### src/rtl/pomodoro_timer_core.sv
`default_nettype none
// ============================================================================
// Module   : pomodoro_timer_core
// Brief    : Parametrised Pomodoro countdown engine. N preset buttons with
//            per-button durations, pause/resume, timed alarm phase and BCD
//            mm:ss digits for the serial 7-segment driver.
//            Optional macro POMODORO_AUTO_CYCLE_EN: after a work alarm the
//            engine starts a BREAK_SEC break automatically.
// Revision : 1.0 - initial release
// ============================================================================
module pomodoro_timer_core #(
    parameter int                         COUNT_LIM = 50000000,
    parameter int                         NUM_BTN   = 4,
    parameter int                         T_WIDTH   = 13,
    parameter logic [NUM_BTN*T_WIDTH-1:0] PRESETS   = {13'd60, 13'd300, 13'd600, 13'd1500},
    parameter int                         ALARM_SEC = 3,
    parameter int                         BREAK_SEC = 300
) (
    input  logic               clk,
    input  logic               rst,
    input  logic [NUM_BTN-1:0] btn,
    input  logic               pause_btn,
    output logic [T_WIDTH-1:0] remaining,
    output logic [3:0]         min_tens,
    output logic [3:0]         min_ones,
    output logic [3:0]         sec_tens,
    output logic [3:0]         sec_ones,
    output logic [1:0]         state,
    output logic               alarm,
    output logic               tick,
    output logic               phase
);

    localparam int c_PW = (COUNT_LIM > 1) ? $clog2(COUNT_LIM) : 1;
    localparam int c_AW = (ALARM_SEC > 0) ? $clog2(ALARM_SEC + 1) : 1;

    localparam logic [c_PW-1:0] c_PRESC_MAX  = c_PW'(COUNT_LIM - 1);
    localparam logic [c_AW-1:0] c_ALARM_INIT = c_AW'(ALARM_SEC);

    localparam logic [1:0] c_ST_IDLE  = 2'b00;
    localparam logic [1:0] c_ST_RUN   = 2'b01;
    localparam logic [1:0] c_ST_PAUSE = 2'b10;
    localparam logic [1:0] c_ST_ALARM = 2'b11;

    // Reject parameter sets the counters cannot represent.
    generate
        if (COUNT_LIM < 2 || ALARM_SEC < 1 || BREAK_SEC < 0) begin : g_param_check
            $error("pomodoro_timer_core: invalid parameter value");
        end
    endgenerate

    logic [1:0]         r_state,     w_state_nxt;
    logic [T_WIDTH-1:0] r_remaining, w_remaining_nxt;
    logic [c_PW-1:0]    r_presc,     w_presc_nxt;
    logic [c_AW-1:0]    r_alarm_cnt, w_alarm_cnt_nxt;
    logic [NUM_BTN-1:0] r_btn_q;
    logic               r_pause_q;
`ifdef POMODORO_AUTO_CYCLE_EN
    logic               r_phase,     w_phase_nxt;
`endif

    logic [NUM_BTN-1:0] w_btn_press;
    logic               w_pause_press;
    logic               w_any_preset;
    logic [T_WIDTH-1:0] w_preset_val;
    logic               w_presc_wrap;
    logic               w_counting;
    logic               w_tick;

    // State, counters and button edge registers.
    always_ff @(posedge clk) begin
        if (rst) begin
            r_state     <= c_ST_IDLE;
            r_remaining <= '0;
            r_presc     <= '0;
            r_alarm_cnt <= '0;
            r_btn_q     <= '0;
            r_pause_q   <= 1'b0;
`ifdef POMODORO_AUTO_CYCLE_EN
            r_phase     <= 1'b0;
`endif
        end else begin
            r_state     <= w_state_nxt;
            r_remaining <= w_remaining_nxt;
            r_presc     <= w_presc_nxt;
            r_alarm_cnt <= w_alarm_cnt_nxt;
            r_btn_q     <= btn;
            r_pause_q   <= pause_btn;
`ifdef POMODORO_AUTO_CYCLE_EN
            r_phase     <= w_phase_nxt;
`endif
        end
    end

    // Press detection, preset priority, and next-state / counter logic.
    always_comb begin
        w_btn_press   = btn & ~r_btn_q;
        w_pause_press = pause_btn & ~r_pause_q;
        w_any_preset  = |w_btn_press;

        // Walk downward so the lowest pressed index is the last one written.
        w_preset_val = '0;
        for (int i = NUM_BTN - 1; i >= 0; i--) begin
            if (w_btn_press[i]) begin
                w_preset_val = PRESETS[i*T_WIDTH +: T_WIDTH];
            end
        end

        // A pause press in RUN freezes the prescaler on that same edge, so
        // the partial second survives the pause untouched.
        w_presc_wrap = (r_presc == c_PRESC_MAX);
        w_counting   = ((r_state == c_ST_RUN) && !w_pause_press) || (r_state == c_ST_ALARM);
        w_tick       = !w_any_preset && w_counting && w_presc_wrap;

        w_state_nxt     = r_state;
        w_remaining_nxt = r_remaining;
        w_presc_nxt     = r_presc;
        w_alarm_cnt_nxt = r_alarm_cnt;
`ifdef POMODORO_AUTO_CYCLE_EN
        w_phase_nxt     = r_phase;
`endif

        if (w_any_preset) begin
            w_remaining_nxt = w_preset_val;
            w_presc_nxt     = '0;
            w_alarm_cnt_nxt = c_ALARM_INIT;
            w_state_nxt     = (w_preset_val == '0) ? c_ST_ALARM : c_ST_RUN;
`ifdef POMODORO_AUTO_CYCLE_EN
            w_phase_nxt     = 1'b0;
`endif
        end else begin
            case (r_state)
                c_ST_RUN: begin
                    if (w_pause_press) begin
                        w_state_nxt = c_ST_PAUSE;
                    end else begin
                        w_presc_nxt = w_presc_wrap ? '0 : (r_presc + c_PW'(1));
                        if (w_presc_wrap) begin
                            if (r_remaining > T_WIDTH'(1)) begin
                                w_remaining_nxt = r_remaining - T_WIDTH'(1);
                            end else begin
                                w_remaining_nxt = '0;
                                w_state_nxt     = c_ST_ALARM;
                                w_alarm_cnt_nxt = c_ALARM_INIT;
                            end
                        end
                    end
                end
                c_ST_PAUSE: begin
                    if (w_pause_press) begin
                        w_state_nxt = c_ST_RUN;
                    end
                end
                c_ST_ALARM: begin
                    w_presc_nxt = w_presc_wrap ? '0 : (r_presc + c_PW'(1));
                    if (w_presc_wrap) begin
                        if (r_alarm_cnt > c_AW'(1)) begin
                            w_alarm_cnt_nxt = r_alarm_cnt - c_AW'(1);
                        end else begin
                            w_alarm_cnt_nxt = '0;
`ifdef POMODORO_AUTO_CYCLE_EN
                            if (!r_phase) begin
                                w_remaining_nxt = T_WIDTH'(BREAK_SEC);
                                w_phase_nxt     = 1'b1;
                                w_presc_nxt     = '0;
                                w_state_nxt     = c_ST_RUN;
                            end else begin
                                w_phase_nxt     = 1'b0;
                                w_state_nxt     = c_ST_IDLE;
                            end
`else
                            w_state_nxt = c_ST_IDLE;
`endif
                        end
                    end
                end
                default: begin
                    w_state_nxt = r_state;
                end
            endcase
        end
    end

    logic [31:0] w_rem_ext;
    logic [31:0] w_min_raw;
    logic [6:0]  w_min_sat;
    logic [5:0]  w_sec;

    // mm:ss BCD split of the registered seconds; minutes clamp at 99 on display.
    always_comb begin
        w_rem_ext = 32'(r_remaining);
        w_min_raw = w_rem_ext / 32'd60;
        w_sec     = 6'(w_rem_ext % 32'd60);
        w_min_sat = (w_min_raw > 32'd99) ? 7'd99 : 7'(w_min_raw);
        min_tens  = 4'(w_min_sat / 7'd10);
        min_ones  = 4'(w_min_sat % 7'd10);
        sec_tens  = 4'(w_sec / 6'd10);
        sec_ones  = 4'(w_sec % 6'd10);
    end

    assign remaining = r_remaining;
    assign state     = r_state;
    assign alarm     = (r_state == c_ST_ALARM);
    assign tick      = w_tick;
`ifdef POMODORO_AUTO_CYCLE_EN
    assign phase     = r_phase;
`else
    assign phase     = 1'b0;
`endif

endmodule
`default_nettype wire

### config.mk
export PLATFORM = sky130hd
export DESIGN_NAME = pomodoro_timer_core
export DESIGN_NICKNAME = d
export VERILOG_FILES = /design/src/rtl/pomodoro_timer_core.sv
export SDC_FILE = /design/constraint.sdc
export NUM_CORES = 1
export LEC_CHECK = 0
export BUFFER_PORTS_ARGS = -buffer_cell sky130_fd_sc_hd__buf_2
export CAP_MARGIN = 20
export CORE_MARGIN = 2
export CORE_UTILIZATION = 45
export CTS_BUF_LIST = sky130_fd_sc_hd__clkbuf_8
export DETAILED_ROUTE_END_ITERATION = 8
export SYNTH_ARGS = -nofsm -noshare
export SYNTH_HDL_FRONTEND = slang
export SYNTH_SLANG_ARGS = --single-unit
### constraint.sdc
create_clock -name clk -period 14.4 [get_ports clk]
set_clock_uncertainty 0.15 [all_clocks]
set_input_delay 3.6 -clock clk [delete_from_list [all_inputs] [get_ports clk]]
set_output_delay 3.6 -clock clk [all_outputs]
set_load 0.01 [all_outputs]
==> flow_summary.json <==
{
  "holdCritPathClass": "flip-flop to flip-flop",
  "dieArea_um2": 10870,
  "layoutNonFillerInstCount": 766,
  "wl_per_cell_um": 14.37,
  "globalplace.congestion": 0.8842,
  "hold_buffers": 0,
  "postSynthCellCount": 621,
  "fin_area_um2": 4816,
  "fp.dieW_um": 104.3,
  "ys_ff_latch": 48,
  "drive_above_1_share": 0.1280,
  "crit_path_end": "min_ones[2]",
  "die_h_um": 104.3,
  "min_period_ns": 11.26,
  "reg2reg_from": "r_presc[0]",
  "routed_wl_mm": 11.01,
  "netlist.area_leader.share": 0.2124,
  "hold_viol": 0,
  "rsz0062_at_grt": "no",
  "clk_pin_slew_worst_paths_ns": 0.09,
  "dpl_cell_area_um2": 4701,
  "ys_seq_area_frac": 0.2124,
  "ys_top_cells_by_count": "nor2_1, nand2_1, dfxtp_1",
  "post-synth-top-count-cell": "nor2_1",
  "r2r_cells": 9,
  "syn_area_per_cell_um2": 7.284,
  "placedCellCount": 758,
  "crit_required_ns": 10.65,
  "setup_viol_count_final": 0,
  "synthFlopType": "dfxtp_1",
  "period_share": 0.7818,
  "tightestPinTransition_ns": 0.8732,
  "cp_top_family": "compound AO/OA/AOI/OAI gates",
  "critPathLaunch": "remaining[11]",
  "ff2ff_setup_slack_ns": 11.32,
  "maxCapViolations": 0,
  "worstReg2RegEnd": "remaining[7]",
  "via_count": 4521,
  "overflow": 0,
  "critical_path_class": "flip-flop to output port",
  "cts-root-buf": "clkbuf_8",
  "cts_resized": 0,
  "start_util": 0.4627,
  "dr.pass1.iters": 5,
  "yosys_warnings": 0,
  "crit_top_cell": "ha_1",
  "clockBufferDepth": 2,
  "path_depth": 25,
  "ys_async_sr_fraction": 0,
  "power.total_mw": 0.4811,
  "p_leak_nw": 1.811,
  "slew_headroom": 0.4167,
  "end_kind": "output port",
  "worstPathArrival_ns": 7.51,
  "grt_pass1_wl_mm": 18.88,
  "numClockSinks": 48,
  "peakVddDrop_uv": 62.97,
  "synth_area_leaders": "dfxtp_1, nor2_1, o21ai_0, nand2_1, xor2_1",
  "ant_nets": 0,
  "cpMaxStageDelayCell": "dfxtp_1",
  "post-synth-top-area-cell": "dfxtp_1",
  "via_per_inst": 5.902,
  "antenna_found_initial": 0,
  "coreArea_um2": 9774,
  "rows": 36,
  "outcome": "complete, no violations",
  "insertion_delay_ns": 0.30,
  "drt-initial-drc-count": 239,
  "fin_setup_tns_ns": 0,
  "critPathLaunchType": "flip-flop",
  "first_global_vias": 4096,
  "hp-start": "r_presc[14]",
  "cp_max_fo": 26,
  "clock.fmax_mhz": 88.82,
  "path_buf_inv": 1,
  "cts_setup_buffers": 0,
  "syn_area_um2": 4523,
  "area_growth_syn_to_layout_pct": 6.473,
  "dp_hpwl_mm": 8.171,
  "slowest_delay_ns": 0.87,
  "synth_cell_types": 94,
  "drc": 0,
  "io_buffers": 38,
  "grtUsageTotal": 0.2018,
  "nFillCells": 1003,
  "slew_viol_final": 0,
  "h-tree-depth": 2,
  "layout.nets": 653,
  "numCtsBuffers": 5,
  "cts_tree": "done",
  "ioPinCount": 41,
  "n_antenna_cell": 0,
  "grt_max_degree": 27,
  "synth-edff-count": 0,
  "p_per_area_nw_per_um2": 99.91
}
-- sequential cells by signal, indices dropped and copies added (netlist names) --
signal / count
r_presc: 26
r_pause_q: 1
r_btn_q: 4
state: 2
r_alarm_cnt: 2
remaining: 13
-- metrics by stage --
stage | hold WS, ns | utilization | setup slack, ns
6_report | 0.3438 | 0.4927 | 3.141
5_1_grt | 0.3689 | 0.4927 | 2.607
4_1_cts | 0.3483 | 0.4927 | 3.204
3_5_place_dp | 0.3333 | 0.4809 | 3.618
3_3_place_gp | 0.3178 | 0.4809 | 3.940
2_1_floorplan | 0.3081 | - | 4.687
-- worst min path at each step --
stage,end,slack (ns),cells past startpoint
2_1_floorplan,r_presc[15],0.31,2
3_3_place_gp,r_presc[15],0.32,2
3_5_place_dp,r_presc[14],0.33,2
4_1_cts,r_presc[14],0.35,2
5_1_grt,r_presc[14],0.37,2
6_report,r_presc[14],0.34,2
-- cells in the final DEF, fill, tap and decap left out, types with 3 or more instances in the layout --
master	synthesis	routed
clkbuf_8	0	5
and2_1	9	9
nor2_1	75	75
a22oi_1	3	3
a31oi_2	3	3
buf_2	11	38
or3_1	8	8
o21a_1	4	4
nor3_1	21	21
a31oi_1	8	8
nand2b_1	10	10
dfxtp_1	48	48
nand3b_1	5	5
a211oi_1	4	4
nor4_1	4	4
nand3_1	31	31
xor2_1	22	22
a221oi_1	4	4
a21o_1	4	4
o211ai_1	3	3
inv_1	17	17
mux2i_1	4	4
xnor2_1	12	12
nand4b_1	3	3
o21ai_0	45	45
and3_1	11	11
nand2_1	59	59
ha_1	14	14
nor4b_1	3	3
nor2b_1	16	16
or4_1	5	5
or2_2	4	4
nand4_1	14	14
o21ai_1	5	5
a21boi_0	3	3
o221ai_1	3	3
a21oi_1	35	35
or2_1	3	3
-- kinds of logic after synthesis --
logic type / synth area share
multiplexers: 0.01715
adder cells (fa/ha/maj): 0.03873
other: 0.0008291
AO/OA/AOI/OAI: 0.2797
XOR/XNOR: 0.06943
AND/OR/NAND/NOR: 0.3264
buffers and inverters: 0.05532
flip-flops: 0.2124
-- metal layers --
metal / vias to the layer above / share of wire / global-route usage
li1: 2281 / - / -
met1: 2117 / 0.49 / 0.2790
met2: 108 / 0.46 / 0.3327
met3: 15 / 0.034 / 0.02193
met4: 0 / 0.017 / 0.05695
met5: - / 0 / 0
-- tightest hold or removal path: cells and delay by family (launching register included) --
| family | cells | cell delay [ns] |
|---|---|---|
| flops | 1 | 0.33 |
| compound gates | 2 | 0.13 |
-- where the power goes --
group          leakage, nW  total (mW)  switching (mW)  internal (mW)
Combinational         1.36       0.232           0.137         0.0948
Sequential           0.392       0.148          0.0117          0.137
Clock               0.0548       0.101          0.0487         0.0524
-- area by class of cell --
cell class | count | area (um^2) | area share
Clock buffer | 5 | 68.82 | 0.01429
Multi-Input combinational cell | 521 | 3316 | 0.6885
Inverter | 18 | 67.56 | 0.01403
Tap cell | 133 | 166.4 | 0.03455
Clock inverter | 3 | 46.29 | 0.009613
Sequential cell | 48 | 960.9 | 0.1995
Timing Repair Buffer | 38 | 190.2 | 0.03949
Power figures use the tool's default switching activity.
